==> config.mk <==
export PLATFORM = sky130hd
export DESIGN_NAME = pipe_skid_reg
export DESIGN_NICKNAME = d
export VERILOG_FILES = /design/src/rtl/pipe_pkg.sv /design/src/rtl/pipe_skid_reg.sv
export SDC_FILE = /design/constraint.sdc
export NUM_CORES = 1
export LEC_CHECK = 0
export CELL_PAD_IN_SITES_DETAIL_PLACEMENT = 1
export CELL_PAD_IN_SITES_GLOBAL_PLACEMENT = 1
export CORE_ASPECT_RATIO = 0.75
export CORE_MARGIN = 2
export CORE_UTILIZATION = 25
export DETAILED_ROUTE_END_ITERATION = 16
export PLACE_DENSITY_LB_ADDON = 0.2
export REMOVE_ABC_BUFFERS = 1
export SETUP_SLACK_MARGIN = 0.05
export SYNTH_ARGS = -nofsm -noshare
export SYNTH_HDL_FRONTEND = slang
export SYNTH_SLANG_ARGS = --single-unit
==> constraint.sdc <==
create_clock -name clk -period 24.8 [get_ports clk]
set_input_delay 7.44 -clock clk [delete_from_list [all_inputs] [get_ports clk]]
set_output_delay 7.44 -clock clk [all_outputs]
set_load 0.1 [all_outputs]
==> src/rtl/pipe_pkg.sv <==
// Shared pipeline-register definitions: slot-state encoding plus per-boundary
// payload widths and bubble (no-side-effect) control encodings.
package pipe_pkg;

  typedef enum logic [1:0] {
    PIPE_EMPTY = 2'd0,
    PIPE_ONE   = 2'd1,
    PIPE_TWO   = 2'd2
  } pipe_state_e;

  localparam int unsigned XLEN    = 32;
  localparam int unsigned REG_AW  = 5;

  // IF/ID: PC, PC+4, instruction
  localparam int unsigned IFID_DATA_W  = 3 * XLEN;
  localparam int unsigned IFID_CTRL_W  = 1;
  localparam logic [IFID_CTRL_W-1:0] IFID_CTRL_RST = '0;

  // ID/EX: PC+4, imm, rs1/rs2 values, rd
  localparam int unsigned IDEX_DATA_W  = 4 * XLEN + REG_AW;
  localparam int unsigned IDEX_CTRL_W  = 12;
  localparam logic [IDEX_CTRL_W-1:0] IDEX_CTRL_RST = '0;

  // EX/MEM: PC+4, ALU result, store data, rd
  localparam int unsigned EXMEM_DATA_W = 3 * XLEN + REG_AW;
  localparam int unsigned EXMEM_CTRL_W = 8;
  localparam logic [EXMEM_CTRL_W-1:0] EXMEM_CTRL_RST = '0;

  // MEM/WB: PC+4, ALU result, load data, rd
  localparam int unsigned MEMWB_DATA_W = 3 * XLEN + REG_AW;
  localparam int unsigned MEMWB_CTRL_W = 3;
  localparam logic [MEMWB_CTRL_W-1:0] MEMWB_CTRL_RST = '0;

endpackage

==> src/rtl/pipe_skid_reg.sv <==
// Pipeline-stage register with valid/ready handshake, 2-entry skid buffer,
// registered in_ready and flush-to-bubble.
module pipe_skid_reg
  import pipe_pkg::*;
#(
  parameter int unsigned        DATA_W   = 128,
  parameter int unsigned        CTRL_W   = 8,
  parameter logic [CTRL_W-1:0]  CTRL_RST = '0
) (
  input  logic              clk,
  input  logic              rst,
  input  logic              flush,
  input  logic              in_valid,
  output logic              in_ready,
  input  logic [CTRL_W-1:0] in_ctrl,
  input  logic [DATA_W-1:0] in_data,
  output logic              out_valid,
  input  logic              out_ready,
  output logic [CTRL_W-1:0] out_ctrl,
  output logic [DATA_W-1:0] out_data,
  output logic [1:0]        occupancy
);

  pipe_state_e       r_state;
  pipe_state_e       w_state_nxt;
  logic              r_in_ready;
  logic [CTRL_W-1:0] r_main_ctrl;
  logic [DATA_W-1:0] r_main_data;
  logic [CTRL_W-1:0] r_skid_ctrl;
  logic [DATA_W-1:0] r_skid_data;

  logic w_push;
  logic w_pop;
  logic w_ld_main_in;
  logic w_ld_main_skid;
  logic w_ld_skid_in;
  logic w_clr_main;
  logic w_clr_skid;

  assign out_valid = (r_state != PIPE_EMPTY);
  assign in_ready  = r_in_ready;
  assign out_ctrl  = r_main_ctrl;
  assign out_data  = r_main_data;
  assign occupancy = r_state;

  assign w_push = in_valid & r_in_ready;
  assign w_pop  = out_valid & out_ready;

  always_comb begin
    w_state_nxt    = r_state;
    w_ld_main_in   = 1'b0;
    w_ld_main_skid = 1'b0;
    w_ld_skid_in   = 1'b0;
    w_clr_main     = 1'b0;
    w_clr_skid     = 1'b0;
    if (flush) begin
      w_state_nxt = PIPE_EMPTY;
      w_clr_main  = 1'b1;
      w_clr_skid  = 1'b1;
    end else begin
      case (r_state)
        PIPE_EMPTY: begin
          if (w_push) begin
            w_ld_main_in = 1'b1;
            w_state_nxt  = PIPE_ONE;
          end
        end
        PIPE_ONE: begin
          if (w_push && w_pop) begin
            w_ld_main_in = 1'b1;
          end else if (w_push) begin
            w_ld_skid_in = 1'b1;
            w_state_nxt  = PIPE_TWO;
          end else if (w_pop) begin
            w_clr_main   = 1'b1;
            w_state_nxt  = PIPE_EMPTY;
          end
        end
        PIPE_TWO: begin
          // in_ready is low here, so only the skid-to-main move can happen
          if (w_pop) begin
            w_ld_main_skid = 1'b1;
            w_clr_skid     = 1'b1;
            w_state_nxt    = PIPE_ONE;
          end
        end
        default: w_state_nxt = PIPE_EMPTY;
      endcase
    end
  end

  always_ff @(posedge clk or posedge rst) begin
    if (rst) begin
      r_state     <= PIPE_EMPTY;
      r_in_ready  <= 1'b0;
      r_main_ctrl <= CTRL_RST;
      r_main_data <= '0;
      r_skid_ctrl <= CTRL_RST;
      r_skid_data <= '0;
    end else begin
      r_state    <= w_state_nxt;
      r_in_ready <= (w_state_nxt != PIPE_TWO);

      if (w_clr_main)          r_main_ctrl <= CTRL_RST;
      else if (w_ld_main_in)   r_main_ctrl <= in_ctrl;
      else if (w_ld_main_skid) r_main_ctrl <= r_skid_ctrl;

      // data banks only move on a load; clears touch control alone
      if (w_ld_main_in)        r_main_data <= in_data;
      else if (w_ld_main_skid) r_main_data <= r_skid_data;

      if (w_clr_skid)          r_skid_ctrl <= CTRL_RST;
      else if (w_ld_skid_in)   r_skid_ctrl <= in_ctrl;

      if (w_ld_skid_in)        r_skid_data <= in_data;
    end
  end

endmodule

==> results of run 1 <==
[registers in the layout, indices dropped and copies added, names as in the netlist]
register	flops
out_ctrl	8
in_ready	1
out_data	128
r_skid_ctrl	8
r_skid_data	128
occupancy	2
[synthesized netlist by cell type, types with 2 or more instances]
cell type / n / area [µm²]
nand2_1: 386 / 1450
dfrtp_1: 275 / 6880
mux2_2: 224 / 2520
mux2_4: 32 / 480
clkbuf_1: 30 / 113
buf_2: 22 / 110
a22o_1: 8 / 70.1
mux2i_1: 8 / 80.1
o2bb2ai_1: 8 / 70.1
buf_6: 5 / 56.3
inv_1: 3 / 11.3
a21oi_1: 2 / 10.0
nand2b_1: 2 / 12.5
nor2_1: 2 / 7.51
or4_1: 2 / 15.0
[per-stage QoR]
step / hold slack [ns] / instance area (µm²) / utilization [%] / worst slack (ns)
after global routing: 0.493 / 16500 / 34.9 / 14.71
after detailed placement: 0.458 / 15400 / 32.6 / 14.26
after global placement: 0.451 / 15400 / 32.6 / 14.31
after floorplan: 0.440 / 11700 / - / 6.95
after CTS: 0.475 / 16500 / 34.9 / 14.80
final: 0.467 / 16500 / 35.0 / 14.83
[worst paths after layout]
check / startpoint / endpoint / slack [ns] / depth (start not counted)
max: flush / out_data[118] / 14.83 / 5
min: r_skid_data[97] / r_skid_data[97] / 0.47 / 2
min in group asynchronous: rst / r_skid_data[70] / 7.38 / 2
min reg2reg: r_skid_data[97] / r_skid_data[97] / 0.47 / 2
max reg2reg: occupancy[0] / out_data[118] / 21.87 / 5
max in group asynchronous: rst / r_skid_ctrl[2] / 15.27 / 4
[power breakdown]
group	switching, mW	internal (mW)
Combinational	0.744	0.287
Clock	0.195	0.303
Sequential	0.0777	0.587
Total	1.02	1.18
[metal layers]
layer	vias to the layer above	routed length (µm)	part of all wire, %
met3	47	1900	5.6
met1	4227	16600	49
met2	178	15100	44
met4	4	478	1.4
li1	3923	-	-
met5	-	24	0.070
[worst register-to-register path: stages, from the launching register on]
cell	delay [ns]
dfrtp_1	0.45
nor2b_4	0.21
or4_4	0.57
buf_4	0.86
mux2_2	0.44
mux2_2	0.27
[cells by family after synthesis]
logic type                Yosys count
and+or+nand+nor                   398
muxes                             264
AOI/OAI and AO/OA                  22
xor gates and xnor gates            1
DFF                               275
buffers and inverters              61
[cells in the final DEF, fill, tap and decap left out, drive strengths merged]
cell,Yosys,final
nand2,386,386
clkdlybuf4s50,0,280
dfrtp,275,275
mux2,256,256
clkbuf,30,53
buf,28,11
a22o,8,8
mux2i,8,8
o2bb2ai,8,8
clkinv,0,4
inv,3,3
diode,0,2
nand2b,2,2
or4,2,2
nor2,2,2
clkinvlp,0,2
a21oi,2,2
nor4,1,1
nand3b,1,1
nor3,1,1
nor2b,1,1
or3,1,1
xnor2,1,1
a21boi,1,1
or2,1,1
o41a,1,1
o21ai,1,1
a21o,1,1
bufinv,0,1
[final cells by class]
| class | instances | area, µm² | area share [%] |
|---|---|---|---|
| antenna | 2 | 5.00 | 0.0303 |
| clock buffer | 53 | 1060 | 6.39 |
| clock inverter | 7 | 65.1 | 0.393 |
| inverter | 3 | 18.8 | 0.113 |
| multi-input combinational | 685 | 4830 | 29.2 |
| sequential | 275 | 6880 | 41.6 |
| tap | 639 | 800 | 4.83 |
| timing repair buffer | 291 | 2890 | 17.4 |
==> results.txt, run 1 <==
The final-report hold violation count is 0, and the core outline area is 47,300 µm². Power per unit of standard cell area: 133 nW/µm². Final cell count without fillers: 1,955.

The tools report the number of filler instances in the final layout as 5,216. Dividing the final minimum period by the clock period gives 40.2%. The final layout contains routed wiring with a total length of 34,100 µm. Multiplexer cells account for 25.7% of the synthesized area. After the last flow step, the layout net total stands at 1,432. The max-slew headroom at the worst pin was 25.3%; the area enclosed by the die boundary was 49,700 µm². Number of buffers created by CTS: 35. Entering global routing, the biggest net connects 77 pins. Power comes to 2.19 mW. From bottom edge to top edge, the die measures 194 µm. The first detailed-routing pass ran for 6 iterations.

For the sequential-to-total area share from yosys stat, the log shows 57.4%. The count of final max-slew check failures came out at 0. The proportion of synthesized flip-flops having asynchronous set or reset is 100%. In this design, the critical path's most frequently occurring cell is mux2_2.

Summed over all cells, the static leakage comes to 7.71 nW. The master of the slowest instance on the critical path was buf_4. In this run the remaining antenna-violating nets after routing total 0. For the worst setup path, the data arrival time is 10.35 ns. The cell count after synthesis was 1,021. The run gives 0.100 GHz as the maximum operating frequency.

The flow ran to the end, and the final reports show no timing, DRC or antenna violations. The setup path with the least slack is of type input port to register. In this run the horizontal extent of the chip is 257 µm.

For the initial antenna violation count, the log shows 4. Of the cells placed in the final design, the portion with a size suffix greater than 1 is 24.7%. The first global-routing pass estimated 54,700 µm of wire.

The synthesized netlist devotes 1.51% of its cell area to compound gates. The number of buffers inserted to repair setup after CTS was 0. From synthesis to final layout, the design area changed by 38.0%.

The critical path contains buffers and inverters numbering 2 combined. The clock-pin slew of the registers on the worst-case setup and hold paths was 0.06 ns; the number of I/O pins was 281. Setup repair after global routing left no endpoint under its margin.

Global routing used 19.5% of the available met1 tracks. Number of H-tree branching levels: 2. The synthesized netlist devotes 12.8% of its cell area to simple gates.

The maximum buffer depth of the clock tree is 3, and the violation count after the first detailed-routing iteration is 341. Input and output buffers added on the ports amount to 280. The wire-length estimate of the detail-placed layout is 21,600 µm. The xor and xnor fraction of the mapped netlist area came out at 0.0731%.

The required time of the critical path is 25.18 ns, and the peak supply drop is 0.0904 mV. Including well taps, the total number of placed cells is 1,893. Setup violations remaining at the end of the flow were counted as 0.

In this design, the stage delay of the slowest critical-path cell is 0.84 ns. The worst path needs 9.97 ns of the cycle, external delays included. The largest driver fanout on the critical path was 55.

The worst setup path is captured at a register. The post-synthesis area per instance is 11.7 µm², and the final setup skew is 0.0193 ns. Clock tree synthesis found a total of 275 sinks. STA classifies the critical path startpoint as an input port.

The hold buffer count at CTS was 0. The run gives 0 as the residual DRC count. The run gives 12,000 µm² as the cell area after synthesis.

Row generation in the floorplan step produced 69 rows. In the synthesized netlist the dominant register cell turns out to be dfrtp_1. For this run, global-route usage on met2 was measured as 21.3%.

The tools report the total global routing track utilization as 13.8%. met2 is the most crowded layer. For this run, global-route usage on met3 was measured as 3.72%. Dominant combinational cell family by area after synthesis: multiplexers. Using the TritonRoute via totals, the vias-per-cell ratio works out to 4.29.

After detailed routing, the average wire length per cell comes to 17.4 µm. Transition time at the pin with the least slew margin: 1.12 ns. The run gives 9,275 as the via count of the first global-routing pass.

The tools report the final total negative setup slack as 0 ns. TritonCTS built the clock tree. The worst hold-check path type was register to register. Global-route congestion overflow total: 0.

The synthesized-area fraction occupied by adder cells was 0%. In this design, the largest share of critical-path delay is due to buffers and inverters. The logs give 8,379 for the via count of the routed design and 0.51 ns for the clock latency on the worst-skew pair. The netlist uses 27 different library cells. CTS placed an instance of clkbuf_16 at the clock tree root. The critical path goes through clkdlybuf4s50_1 > or4_4 > buf_4 > mux2_2 > mux2_2. The starting utilization of the core area was 25.3%; the synthesis-stage register bit count was 275. Final RePlAce weighted congestion: 0.693. The number of synthesized flops with an enable pin is 0.

Yosys printed 0 warnings. Once the clock tree was built, the resizer swapped 0 gates to a different size. The number of maximum-capacitance violations is 0.
No activity file was read; power rests on OpenSTA's default activity.
==> inputs of run 2 (changes only) <==
==> constraint.sdc (replaced) <==
create_clock -name clk -period 8.2 [get_ports clk]
set_input_delay 2.46 -clock clk [delete_from_list [all_inputs] [get_ports clk]]
set_output_delay 2.46 -clock clk [all_outputs]
set_load 0.1 [all_outputs]
==> run 2 against run 1 <==
Net effect:
- cell count is 0.31% lower
- cell area is 0.26% higher
- via count is 0.60% lower
- core utilization is 0.093 points higher
- count of clock-buffer cells in the layout is 1 lower
- clock skew is 0.0088 ns lower
- hold slack better by 0.0022 ns
==> results.txt, run 2 (synthesized netlist as in run 1, its figures left out) <==
The run gives 25.3% (unchanged) as the starting utilization of the core area. The final RePlAce weighted congestion came out at 0.694 (+0.26%). The average routed wire per standard cell was 17.4 µm (-0.38%). The worst hold-check path type was register to register.

The number of H-tree branching levels was 2 (unchanged); the number of I/O pins was 281 (unchanged). The logs give 33,800 µm (-0.69%) for the total wire length after detailed routing and 0 (unchanged) for the number of buffers inserted to repair setup after CTS. The tools report the global-route wire length before repair as 53,400 µm (-2.4%). The tools report the global-route congestion overflow total as 0 (unchanged). STA classifies the critical path startpoint as a register. The count of final max-slew check failures came out at 0 (unchanged). Based on the critical path, the design can be clocked at up to 0.210 GHz. The remaining antenna violation count is 0 (unchanged).

The total design power came out at 6.67 mW (+200%). Classification of the worst setup path: register to output pin. The clock root buffer was clkbuf_16. The area enclosed by the die boundary is 49,700 µm² (unchanged). The post-layout instance area is 16,600 µm² (+0.26%), and the static leakage is 7.72 nW (+0.15%). Standard-cell row count: 69 (unchanged). The peak supply drop is 0.240 mV (+170%). The final setup violation count is 0 (unchanged). The clock latency on the worst-skew pair was 0.52 ns (about the same); the proportion of layout cells with a drive suffix above 1 was 24.5% (-0.19 points).

Leaving out fill and tap cells, the most frequent cell in the layout is nand2_1. The via density per instance works out to 4.27 (-0.29%). In the finished design, the share of the clock period the worst path needs comes to 58.0%. The violation count after the first detailed-routing iteration came out at 324 (-5.0%). The width of the die was 257 µm (unchanged); the number of gates resized after cts was 0 (unchanged). The power per unit of standard cell area was 402 nW/µm² (+200%); the initial antenna violation count was 4 (unchanged). The largest driver fanout on the critical path was 9 (-84%); the hold buffer count at CTS was 0 (unchanged). The final worst slack is 3.45 ns (-11.38 ns), and the number of placed instances with taps included is 1,889 (-0.21%). The transition time at the pin with the least slew margin works out to 1.11 ns (-0.00825 ns). Subtracting the final worst setup slack from the clock period gives 4.75 ns. The tools report the final cell count without fillers as 1,949 (-0.31%). In the layout the commonest cells are 386 x nand2_1, 280 x clkdlybuf4s50_1, 275 x dfrtp_1, 224 x mux2_2, 37 x clkbuf_16.

The run gives 2.29 ns (-8.06 ns) as the data arrival time of the critical path. The area growth from synthesis to layout is 38.4%. The required time of the critical path came out at 5.74 ns (-19.44 ns).

The run gives 4 (-2) as the first-pass iteration count of the detailed router. For the total global routing track utilization, the log shows 13.5% (-0.29 points). STA classifies the critical path endpoint as an output pin. The logs give 143 (+86%) for the pin count of the biggest net entering global routing and 0 (unchanged) for the number of maximum-capacitance violations.

The maximum buffer depth of the clock tree was 3 (unchanged); the clock-pin slew of the registers on the worst-case setup and hold paths was 0.06 ns (about the same). The worst slack at placement was 3.09 ns (-11.17 ns). The tools report the worst hold slack after final layout as 0.469 ns (+0.00222 ns). The core outline area came out at 47,300 µm² (unchanged). For the via count of the routed design, the log shows 8,329 (-0.60%). The run gives 25.9% (+0.55 points) as the max-slew headroom at the worst pin.

The flow ran to the end, and the final reports show no timing, DRC or antenna violations. Via count of the first global-routing pass: 9,024 (-2.7%). The chip height was 194 µm (unchanged); the count of input and output buffers was 280 (unchanged). Sink count of the clock tree: 275 (unchanged).

The final setup skew is 0.0105 ns (-0.00876 ns). The number of filler instances in the final layout was 5,193 (-0.44%). The number of buffers created by CTS came out at 34 (-2.9%). For the total number of nets in the final design, the log shows 1,427 (-0.35%). TritonCTS built the clock tree. Setup repair after global routing left no endpoint under its margin.

The final-report hold violation count is 0 (unchanged). The post-DP HPWL was 20,200 µm (-6.7%). The residual DRC count is 0 (unchanged), and the total placed instance area is 15,400 µm² (+0.13%).
==> run 2: cell types whose count changed in the layout (fill, tap and decap cells not counted) <==
cell / previous run / this run
buf_12: 0 / 4
buf_4: 11 / 3
bufinv_16: 1 / 2
clkinv_2: 4 / 3
clkbuf_8: 7 / 8
clkinvlp_4: 2 / 1
clkbuf_1: 9 / 7
==> run 2: final timing paths <==
kind | startpoint | end | slack, ns | cells past startpoint
max in group asynchronous | rst | out_ctrl[5] | 4.30 | 3
setup / recovery | occupancy[1] | out_valid | 3.45 | 2
hold / removal | r_skid_data[61] | r_skid_data[61] | 0.47 | 2
setup reg to reg | occupancy[0] | out_data[9] | 5.64 | 5
min in group asynchronous | rst | r_skid_data[25] | 2.52 | 2
hold reg to reg | r_skid_data[61] | r_skid_data[61] | 0.47 | 2
==> run 2: through the flow <==
stage / setup TNS (ns) / utilization [%]
4_1_cts: 0 / 35.0
6_report: 0 / 35.0
3_3_place_gp: 0 / 32.6
2_1_floorplan: -1311.77 / -
3_5_place_dp: 0 / 32.6
5_1_grt: 0 / 35.0
==> run 2: critical path, cell delays in order (launching register included) <==
cell and delay, ns:
dfrtp_1 0.50, or2_2 0.16, clkdlybuf4s50_1 1.12
==> run 2: layer usage <==
metal  wire, µm  global-route usage, %  vias to the layer above
li1           -                      -                     3924
met1      16300                   18.8                     4181
met2      14900                   20.7                      174
met3       2010                   4.04                       46
met4        546                   3.10                        4
met5         24                      0                        -
==> run 2: power by group <==
group / internal, mW / switching, mW / total, mW
clock: 0.952 / 0.590 / 1.54
combinational: 0.868 / 2.25 / 3.12
sequential: 1.78 / 0.231 / 2.01
==> run 2: final cells by class <==
class	count	area, µm²	share of cell area (%)
Antenna cell	2	5.00	0.0302
Clock buffer	52	1060	6.41
Clock inverter	6	82.6	0.498
Inverter	3	18.8	0.113
Multi-Input combinational cell	685	4830	29.1
Sequential cell	275	6880	41.5
Tap cell	639	800	4.82
Timing Repair Buffer	287	2910	17.5
==> inputs of run 3 (changes only) <==
==> constraint.sdc (replaced) <==
create_clock -name clk -period 4.9 [get_ports clk]
set_input_delay 1.47 -clock clk [delete_from_list [all_inputs] [get_ports clk]]
set_output_delay 1.47 -clock clk [all_outputs]
set_load 0.1 [all_outputs]
==> run 3 against run 2 <==
Net effect:
- critical path depth is the same
- count of clock-buffer cells in the layout shrank 9
- cell count grew 0.72%
- via count grew 1.6%
- cell area grew 0.75%
- first-iteration DRC count shrank 2.2%
- hold slack lost 0.0020 ns
- critical endpoint unchanged
- highest routed layer is now met4
==> results.txt, run 3 (synthesized netlist as in run 1, its figures left out) <==
The run finished with clean final reports. For the number of gates resized after cts, the log shows 0 (unchanged). In the layout the commonest cells are 386 x nand2_1, 280 x clkdlybuf4s50_1, 275 x dfrtp_1, 224 x mux2_2, 32 x mux2_4. The final-report hold violation count is 0 (unchanged). The average routed wire per standard cell was 17.4 µm (+0.33%).

The tools report the number of I/O pins as 281 (unchanged). The worst setup path is captured at an output pin. The largest driver fanout on the critical path was 9 (unchanged). The power per unit of standard cell area was 661 nW/µm² (+64%).

The highest cell delay on the worst timing path is 1.12 ns (about the same), and the final setup violation count is 0 (unchanged). The width of the die was 257 µm (unchanged). The maximum buffer depth of the clock tree was 3 (unchanged); the data arrival time of the critical path was 2.37 ns (+0.08 ns). The pin count of the biggest net entering global routing is 105 (-27%). The critical path goes through or2_2 > clkdlybuf4s50_1. The clock-pin slew of the registers on the worst-case setup and hold paths works out to 0.06 ns (about the same). The setup path with the least slack is of type register to output pin. The number of maximum-capacitance violations was 0 (unchanged). The standard-cell row count was 69 (unchanged); the count of input and output buffers was 280 (unchanged). The number of cells traversed by the worst hold path was 2 (unchanged); the worst hold slack after final layout was 0.467 ns (-0.00198 ns). The reg-to-reg critical path endpoint is out_data[37]. The run gives 8,465 (+1.6%) as the via count of the routed design. The final critical-path required period is 3.84 ns.

In this run the most critical hold path is launched from r_skid_data[62]. Kind of cell adding the most delay to the critical path: buffers and inverters. The total number of nets in the final design was 1,440 (+0.91%). The cell sitting at the root of the clock tree is a clkbuf_16. The run gives 26.7% (+0.82 points) as the max-slew headroom at the worst pin. The first-pass iteration count of the detailed router was 4 (unchanged).

The static leakage came out at 7.80 nW (+1.0%). Count of final max-slew check failures: 0 (unchanged). Worst slack at placement: 0.740 ns (-2.35 ns). The leading cell type in the layout, fill and taps excluded is nand2_1. Setup repair after global routing left no endpoint under its margin. For the core outline area, the log shows 47,300 µm² (unchanged).

The starting utilization of the core area is 25.3% (unchanged). Final cycle utilization of the critical path: 78.3%. The violation count after the first detailed-routing iteration is 317 (-2.2%), and the buffering stage count on the worst path with inverters included is 1 (unchanged). The slowest stage of the critical path is the clkdlybuf4s50_1 cell.

The global-route wire length before repair was 54,600 µm (+2.2%). The initial antenna violation count is 2 (-2). STA classifies the critical path startpoint as a register. The number of buffers created by CTS is 30 (-12%), and the sink count of the clock tree is 275 (unchanged).

The chip height was 194 µm (unchanged); the hold buffer count at CTS was 0 (unchanged). The transition time at the pin with the least slew margin was 1.10 ns (-0.0123 ns). The via density per instance was 4.31 (+0.91%); the total global routing track utilization was 13.7% (+0.20 points).

The startpoint identified for the worst register-to-register timing path is occupancy[0]. For the post-DP HPWL, the log shows 22,600 µm (+12%). For the total design power, the log shows 11.0 mW (+66%). For the global-route congestion overflow total, the log shows 0 (unchanged). The run gives 0 (unchanged) as the residual DRC count.

The tools report the number of H-tree branching levels as 1 (-1). Count of cells along the worst register-to-register path: 6 (+1). The final RePlAce weighted congestion was 0.712 (+2.5%); the remaining antenna violation count was 0 (unchanged).

The final worst slack is 1.06 ns (-2.38 ns), and the proportion of layout cells with a drive suffix above 1 is 25.5% (+0.95 points). The worst hold path terminates at r_skid_data[62]. The area enclosed by the die boundary is 49,700 µm² (unchanged).

The run gives 2.32 ns (-3.32 ns) as the reg2reg setup slack. Required time of the critical path: 3.43 ns (-2.31 ns). The logs give 0.00740 ns (-0.00312 ns) for the final setup skew and 34,200 µm (+1.1%) for the total wire length after detailed routing. The worst hold-check path type was register to register. The via count of the first global-routing pass came out at 9,428 (+4.5%). The number of buffers inserted to repair setup after CTS was 0 (unchanged); the maximum operating frequency was 0.261 GHz. Compared with the post-synthesis result, the final layout area differs by 39.4%. Clock latency on the worst-skew pair: 0.56 ns (+0.04 ns).

The peak supply drop is 0.412 mV (+71%). TritonCTS built the clock tree.
[run 3: cell types whose count changed in the layout (fill, tap and decap cells not counted), sizes merged]
| cell | change |
|---|---|
| clkinvlp | -1 |
| bufinv | +2 |
| buf | +17 |
| clkinv | +5 |
| clkbuf | -9 |
[run 3: metrics by stage]
stage,cell area [µm²],TNS (ns),util [%],std cells
2_1_floorplan,11700,-2562.85,-,963
3_3_place_gp,15600,0,33.1,1906
3_5_place_dp,15600,0,33.1,1906
4_1_cts,16700,0,35.3,1961
5_1_grt,16700,0,35.3,1961
6_report,16700,0,35.3,1963
[run 3: worst max path at each step]
stage | from | end | slack (ns) | depth (start not counted)
2_1_floorplan | out_ready | r_skid_ctrl[0] | -6.98 | 3
3_3_place_gp | flush | out_data[71] | 0.79 | 6
3_5_place_dp | flush | out_data[37] | 0.74 | 6
4_1_cts | occupancy[1] | out_valid | 1.02 | 2
5_1_grt | occupancy[1] | out_valid | 0.99 | 2
6_report | occupancy[1] | out_valid | 1.06 | 2
[run 3: worst min-delay path, delay by kind of cell, from the launching register on]
family        cells  cell delay, ns
flops             1            0.34
simple gates      2            0.10
[run 3: metal layers]
| layer | up-vias | part of all wire (%) | GRT usage, % |
|---|---|---|---|
| met4 | 0 | 1.6 | 2.35 |
| met2 | 170 | 45 | 21.5 |
| met1 | 4318 | 48 | 19.4 |
| li1 | 3938 | - | - |
| met5 | - | 0 | 0 |
| met3 | 39 | 5.5 | 3.47 |
[run 3: layout make-up]
| class | count | area, µm² |
|---|---|---|
| antenna | 2 | 5.00 |
| timing repair buffer | 304 | 3120 |
| clock buffer | 43 | 891 |
| fill | 5161 | 30600 |
| sequential | 275 | 6880 |
| clock inverter | 12 | 164 |
| inverter | 3 | 18.8 |
| tap | 639 | 800 |
| multi-input combinational | 685 | 4830 |
[run 3: power by group]
| part | leakage, nW | switching (mW) | internal (mW) |
|---|---|---|---|
| sequential | 3.50 | 0.412 | 2.97 |
| clock | 0.526 | 0.961 | 1.47 |
| combinational | 3.77 | 3.76 | 1.47 |
